$ cat src/rtl/lfsr_rng_if.sv
// Request/result bus between the game FSM (master) and the random-number
// generator (slave): seed loading, reduction request and the reduced result.
interface lfsr_rng_if #(
   parameter int WIDTH = 8
);
   logic             seed_load;
   logic [WIDTH-1:0] seed;
   logic             req;
   logic [WIDTH-1:0] range;
   logic [WIDTH-1:0] offset;
   logic             busy;
   logic             valid;
   logic [WIDTH-1:0] random_out;

   modport master (
      output seed_load, seed, req, range, offset,
      input  busy, valid, random_out
   );

   modport slave (
      input  seed_load, seed, req, range, offset,
      output busy, valid, random_out
   );
endinterface

$ cat src/rtl/lfsr_rng.sv
// Free-running Fibonacci LFSR with a request-driven (sample mod range) + offset
// reduction computed by a bit-serial restoring divider.
module lfsr_rng #(
   parameter int               WIDTH        = 8,
   parameter logic [WIDTH-1:0] TAPS         = 8'hB8,
   parameter logic [WIDTH-1:0] SEED_DEFAULT = 8'h01
) (
   input  logic             clk,
   input  logic             rst,
   lfsr_rng_if.slave        bus,
   output logic [WIDTH-1:0] lfsr_o
);

   localparam int               CW       = $clog2(WIDTH);
   localparam logic [CW-1:0]    CNT_INIT = CW'(WIDTH - 1);
   localparam logic [CW-1:0]    CNT_ONE  = CW'(1);
   localparam logic [WIDTH-1:0] LFSR_ONE = WIDTH'(1);

   typedef enum logic {
      IDLE = 1'b0,
      CALC = 1'b1
   } state_e;

   state_e           state_q;
   logic [WIDTH-1:0] lfsr_q;
   logic [WIDTH-1:0] lfsr_d;
   logic [WIDTH-1:0] dividend_q;
   logic [WIDTH-1:0] divisor_q;
   logic [WIDTH-1:0] off_q;
   logic [WIDTH:0]   rem_q;
   logic [WIDTH:0]   rem_d;
   logic [WIDTH:0]   trial_s;
   logic [CW-1:0]    cnt_q;
   logic             busy_q;
   logic             valid_q;
   logic [WIDTH-1:0] random_q;

   // A zero state would lock the shift register, so it is steered back to 1.
   always_comb begin
      lfsr_d = lfsr_q;
      if (bus.seed_load) begin
         lfsr_d = (bus.seed == '0) ? LFSR_ONE : bus.seed;
      end else if (lfsr_q == '0) begin
         lfsr_d = LFSR_ONE;
      end else begin
         lfsr_d = {lfsr_q[WIDTH-2:0], ^(lfsr_q & TAPS)};
      end
   end

   // One restoring-division step; a zero divisor never subtracts.
   always_comb begin
      trial_s = {rem_q[WIDTH-1:0], dividend_q[WIDTH-1]};
      rem_d   = trial_s;
      if ((divisor_q != '0) && (trial_s >= {1'b0, divisor_q})) begin
         rem_d = trial_s - {1'b0, divisor_q};
      end else begin
         rem_d = trial_s;
      end
   end

   // LFSR stepping plus the IDLE/CALC request sequencer with registered outputs.
   always_ff @(posedge clk or posedge rst) begin
      if (rst) begin
         lfsr_q     <= SEED_DEFAULT;
         state_q    <= IDLE;
         dividend_q <= '0;
         divisor_q  <= '0;
         off_q      <= '0;
         rem_q      <= '0;
         cnt_q      <= '0;
         busy_q     <= 1'b0;
         valid_q    <= 1'b0;
         random_q   <= '0;
      end else begin
         lfsr_q  <= lfsr_d;
         valid_q <= 1'b0;
         case (state_q)
            IDLE: begin
               if (bus.req) begin
                  dividend_q <= lfsr_q;
                  divisor_q  <= bus.range;
                  off_q      <= bus.offset;
                  rem_q      <= '0;
                  cnt_q      <= CNT_INIT;
                  busy_q     <= 1'b1;
                  state_q    <= CALC;
               end
            end
            CALC: begin
               dividend_q <= {dividend_q[WIDTH-2:0], 1'b0};
               rem_q      <= rem_d;
               cnt_q      <= cnt_q - CNT_ONE;
               if (cnt_q == '0) begin
                  random_q <= rem_d[WIDTH-1:0] + off_q;
                  valid_q  <= 1'b1;
                  busy_q   <= 1'b0;
                  state_q  <= IDLE;
               end
            end
            default: begin
               busy_q  <= 1'b0;
               state_q <= IDLE;
            end
         endcase
      end
   end

   assign bus.busy       = busy_q;
   assign bus.valid      = valid_q;
   assign bus.random_out = random_q;
   assign lfsr_o         = lfsr_q;

endmodule

$ cat src/flat_wrapper.sv
// flat-port wrapper written by rule: the top's interface ports become plain ports
module lfsr_rng_flat 
#(
   parameter int               WIDTH        = 8,
   parameter logic [WIDTH-1:0] TAPS         = 8'hB8,
   parameter logic [WIDTH-1:0] SEED_DEFAULT = 8'h01
)
  (clk, rst, lfsr_o, bus_seed_load, bus_seed, bus_req, bus_range, bus_offset, bus_busy, bus_valid, bus_random_out);
  lfsr_rng_if #(.WIDTH(WIDTH)) bus_i ();
  input  logic clk;
  input  logic rst;
  output logic [WIDTH-1:0] lfsr_o;
  input wire logic [$bits(bus_i.seed_load)-1:0] bus_seed_load;
  input wire logic [$bits(bus_i.seed)-1:0] bus_seed;
  input wire logic [$bits(bus_i.req)-1:0] bus_req;
  input wire logic [$bits(bus_i.range)-1:0] bus_range;
  input wire logic [$bits(bus_i.offset)-1:0] bus_offset;
  output wire logic [$bits(bus_i.busy)-1:0] bus_busy;
  output wire logic [$bits(bus_i.valid)-1:0] bus_valid;
  output wire logic [$bits(bus_i.random_out)-1:0] bus_random_out;
  assign bus_i.seed_load = bus_seed_load;
  assign bus_i.seed = bus_seed;
  assign bus_i.req = bus_req;
  assign bus_i.range = bus_range;
  assign bus_i.offset = bus_offset;
  assign bus_busy = bus_i.busy;
  assign bus_valid = bus_i.valid;
  assign bus_random_out = bus_i.random_out;
  lfsr_rng #(.WIDTH(WIDTH), .TAPS(TAPS), .SEED_DEFAULT(SEED_DEFAULT)) u_core (.clk(clk), .rst(rst), .bus(bus_i), .lfsr_o(lfsr_o));
endmodule
$ cat config.mk
export PLATFORM = sky130hd
export DESIGN_NAME = lfsr_rng_flat
export DESIGN_NICKNAME = d
export VERILOG_FILES = /design/src/rtl/lfsr_rng_if.sv /design/src/rtl/lfsr_rng.sv /design/src/flat_wrapper.sv
export SDC_FILE = /design/constraint.sdc
export NUM_CORES = 1
export LEC_CHECK = 0
export ABC_AREA = 1
export BUFFER_PORTS_ARGS = -buffer_cell sky130_fd_sc_hd__buf_2
export CORE_ASPECT_RATIO = 1.75
export CORE_MARGIN = 2
export CORE_UTILIZATION = 51
export CTS_BUF_LIST = sky130_fd_sc_hd__clkbuf_2 sky130_fd_sc_hd__clkbuf_4 sky130_fd_sc_hd__clkbuf_8
export CTS_CLUSTER_DIAMETER = 50
export DETAILED_ROUTE_END_ITERATION = 10
export GPL_TIMING_DRIVEN = 0
export PLACE_DENSITY = 0.73
export SYNTH_ARGS = -nofsm -noshare
export SYNTH_HDL_FRONTEND = slang
export SYNTH_SLANG_ARGS = --single-unit
$ cat constraint.sdc
create_clock -name clk -period 3.7 [get_ports clk]
set_input_delay 1.11 -clock clk [delete_from_list [all_inputs] [get_ports clk]]
set_output_delay 1.11 -clock clk [all_outputs]
set_load 0.05 [all_outputs]
* After elaboration in Yosys (flattened, before gate mapping)
Cells that the tools add are included. W data, S select, Z words.
Storage, ports and cells: flip-flop bits (word level) 54, input bits 28, logic and storage cells 44
Cells by class: $add $sub $neg 3, reductions and logical operators 9, multiplexer cells 18, equal/unequal tests 2, order comparisons 1, bitwise gates (word level) 1
Operators by type and width (number):
- $mux W8 | 6
- $pmux W8 S2 | 2
- $logic_not A8 Y1 | 2
- $ge A9 B8 Y1 | 1
- $add A8 B8 Y8 | 1
- $reduce_bool A8 Y1 | 1
- $reduce_xor A8 Y1 | 1
- $sub A8 B8 Y8 | 1
- $mux W1 | 6
- $pmux W3 S2 | 1
- $reduce_and A2 Y1 | 3
- $ne A2 B2 Y1 const B | 2
- $pmux W1 S2 | 2
- $logic_not A3 Y1 | 1
- $mux W3 | 1
- $sub A3 B1 Y3 const B | 1
- $logic_and A1 B1 Y1 | 1
- $not A1 Y1 | 1

* Depth between registers and ports, before layout
depth after elaboration 4, depth in mapped cells 23, mapped depth without buffers 23

* Least setup slack after synthesis
No wires, ideal clock.
kind reg-to-reg, from reg u_core.rem_q[5], to reg u_core.random_q[6], in the netlist u_core.bus.random_out[6], path slack 942 ps, data arrival time 2640 ps, required time 3582 ps, stages on the path, launching flop included 20, cells stage by stage dfrtp_1 > ha_1 > nand2_1 > nor2_2 > nand3_1 > nand4_2 > nand2_2 > buf_6 > nand2_1 > o21ai_2 > ha_1 > fa_1 > a31oi_1 > nor2_1 > nor2_1 > nor2_1 > nor2_1 > nand2_1 > nand3_1 > nand2_1
On the way: word-level cells in the longest chain between the ends 4
RTL lines:
- start, declared | line lfsr_rng.sv:30 | logic [WIDTH:0] rem_q;
- start signal, assigned | line lfsr_rng.sv:91 | rem_q <= rem_d;
- $ge A9 B8 Y1 | line lfsr_rng.sv:54 | if ((divisor_q != '0) && (trial_s >= {1'b0, divisor_q})) begin
- $logic_and A1 B1 Y1 | line lfsr_rng.sv:54
- $mux W8 * | line lfsr_rng.sv:54
- $add A8 B8 Y8 * | line lfsr_rng.sv:94 | random_q <= rem_d[WIDTH-1:0] + off_q;
- end signal, assigned | line lfsr_rng.sv:94
- end, declared | line lfsr_rng.sv:36 | logic [WIDTH-1:0] random_q;
Every way passes the cells marked *; elsewhere a longest branch is shown, timed or not. A chain may end at the register's enable or synchronous reset.

* Worst setup path after layout
from reg u_core.rem_q[3], to reg u_core.random_q[6], in the netlist u_core.bus.random_out[6]
The elaborated chain is that of the path after synthesis.

==> flow_metrics.tcl <==
set metrics [dict create \
    status "completed" \
    cts_resized 0 \
    area_growth_pct 14.3 \
    insertion_delay_ns 0.32 \
    yosys.area_share.simple_pct 23.1 \
    syn-instance-count 370 \
    cts_buffers 5 \
    drcViolationCount 0 \
    fillers 546 \
    wl_um 6930 \
    place_area_mm2 0.00335 \
    synth_top_area_share_pct 44.1 \
    hold_class "flip-flop to flip-flop" \
    die-area_mm2 0.00655 \
    first_pass_iters 4 \
    holdBufCountCts 0 \
    period_share_pct 85.4 \
    worstPathMaxFanout 10 \
    start_util_pct 52.0 \
    insertedDiodeCount 0 \
    path_clk_slew_ns 0.09 \
    ys_seq_area_share_pct 45.0 \
    fmax_mhz 316 \
    drv_slew 0 \
    synthArstFlopShare_pct 100 \
    clkSinkCount 54 \
    end_kind "flip-flop" \
    cts_setup_buffers 0 \
    synth_edf_count 0 \
    grt_pass1_wl_um 11400 \
    wl_per_cell_um 13.8 \
    fin_crit_ns 3.16 \
    io_pins 46 \
    placed_cells 494 \
    synthMuxAreaShare_pct 0 \
    ys_dominant_reg_cell "dfrtp_1" \
    die-height_um 106 \
    fin_area_mm2 0.00344 \
    cts_buffer_depth 2 \
    holdWs_ns 0.488 \
    synthTopCellsByCount "nand2_1 (117), dfrtp_1 (53), inv_1 (50), o21ai_0 (29), ha_1 (18)" \
    slowest_stage "dfrtp_1" \
    yosys-top-cells-area "dfrtp_1 (44%), nand2_1 (15%), ha_1 (7.5%)" \
    start_kind "flip-flop" \
    gp_congestion 0.931 \
    h-tree-depth 2 \
    grt_setup_unrepaired "false" \
    setup_viol 0 \
    synth.avg_cell_area_um2 8.13 \
    slew_headroom_pct 67.1 \
    chipWidth_um 62.1 \
    cp_common_cell "nand2_1" \
    dp_hpwl_um 5490 \
    grt_max_degree 42 \
    synthAdderAreaFrac_pct 8.82 \
    cp.required_ns 3.95 \
    slowest_delay_ns 0.42 \
    drtAntennaViolNets 0 \
    yosysWarnings 0 \
    synth_area_leader_cell "dfrtp_1" \
    finalNonFillerCells 502 \
    synth_area_mm2 0.00301 \
    tightest_slew_ns 0.494 \
    core_mm2 0.00579 \
    crit_type "flip-flop to flip-flop" \
    drv_cap 0 \
    ys_seq_elements 54 \
    tns_ns 0 \
    finClkSkew_ns 0.0105 \
    grt_pass1_vias 2529 \
    grt_use_total_pct 23.5 \
    antenna_found_initial 0 \
    cts-root-buf "clkbuf_8" \
    hold_viol_final 0 \
    synth.net_count 418 \
    drive_above_1_share_pct 17.2 \
    synthXorXnorAreaFrac_pct 2.62 \
    rows 37 \
    ys_types 36 \
    cp_cell_sequence "ha_1, nand2_1, nand2_1, inv_1, nand2_1, nand2_1, nand4_2, nand2_2, buf_6, o21ai_2, ha_1, fa_1, a31oi_1, nor2_1, nor2_1, nor2_1, o21ai_0, nand3_1, nand2_1" \
    tritoncts "done" \
    synth_most_common_cell "nand2_1" \
    synth_compound_area_share_pct 12.4 \
    vias 2556 \
    placement.io_buffers 45 \
    grt_overflow 0 \
    drtIter0Drc 103 \
    synth_top_family_by_area "simple AND/OR/NAND/NOR gates" \
    viasPerCell 5.09 \
    final_nets 471 \
    critical_path_arrival_ns 3.41 \
]
[registers in the layout, summed over array words and instances, names as in the netlist]
name / count
u_core.state_q: 1
u_core.bus.valid: 1
u_core.off_q: 8
u_core.divisor_q: 8
u_core.cnt_q: 3
u_core.dividend_q: 8
u_core.bus.random_out: 8
u_core.lfsr_o: 8
u_core.bus.busy: 1
u_core.rem_q: 8
[worst max-delay path: cells and delay by family, from the launching register on]
family	cells	cell delay (ns)
flops	1	0.42
fa+ha+maj	3	1.00
buf+inv	2	0.24
compound gates	3	0.46
simple gates	11	0.97
[routing by layer]
metal  part of all wire [%]  up-vias  GRT usage, %
li1                       -     1293             -
met5                      0        -             0
met2                     53       67          39.0
met4                    4.6        0          12.2
met3                    3.7       21          3.93
met1                     38     1175          27.8
[worst paths after layout]
path                                                       from                                   end  slack [ns]  cells after the start
max                                 u_core.rem_q[3]$_DFFE_PP0P_  u_core.bus.random_out[6]$_DFFE_PP0P_        0.54                     19
min                        u_core.bus.random_out[0]$_DFFE_PP0P_  u_core.bus.random_out[0]$_DFFE_PP0P_        0.49                      2
max reg2reg                         u_core.rem_q[3]$_DFFE_PP0P_  u_core.bus.random_out[6]$_DFFE_PP0P_        0.54                     19
min reg2reg                u_core.bus.random_out[0]$_DFFE_PP0P_  u_core.bus.random_out[0]$_DFFE_PP0P_        0.49                      2
max in group asynchronous                                   rst            u_core.lfsr_o[0]$_DFF_PP1_        2.38                      3
min in group asynchronous                                   rst      u_core.dividend_q[5]$_DFFE_PP0P_        0.73                      2
[logic make-up (layout without fill, tap and decap cells)]
kind of cell               after synthesis  count (layout)
and+or+nand+nor                        164             164
adders and majority gates               20              20
xor gates and xnor gates                 9               9
DFF                                     54              54
buffers and inverters                   61             115
AOI/OAI and AO/OA                       62              62
[area by class of cell]
| cell class | count | area [um2] | share of cell area [%] |
|---|---|---|---|
| timing repair buffer | 46 | 245 | 7.14 |
| clock buffer | 6 | 76.3 | 2.22 |
| inverter | 52 | 195 | 5.68 |
| buffer | 9 | 48.8 | 1.42 |
| clock inverter | 2 | 10.0 | 0.291 |
| sequential | 54 | 1350 | 39.4 |
| multi-input combinational | 255 | 1410 | 41.1 |
| tap | 78 | 97.6 | 2.84 |
[through the flow]
step	utilization (%)	worst slack, ns
final	59.4	0.540
after floorplan	-	0.942
after CTS	59.4	0.510
after global placement	57.6	0.592
after detailed placement	57.9	0.549
after global routing	59.4	0.203
[layout by cell type, fill, tap and decap left out, drive strengths merged, types with 3 or more instances in the layout]
cell type and instances:
ha 18, nand3 17, o211ai 8, o21ai 35, inv 51, nor2 17, buf 48, nand2 121
nor4 3, a31oi 3, clkinv 3, xnor2 4, dfrtp 53, clkbuf 13, a21oi 9, xor2 5
Power is left out: the tool's default activity adds up to more than one toggle a clock period on the data nets, which glitch-free logic cannot reach.
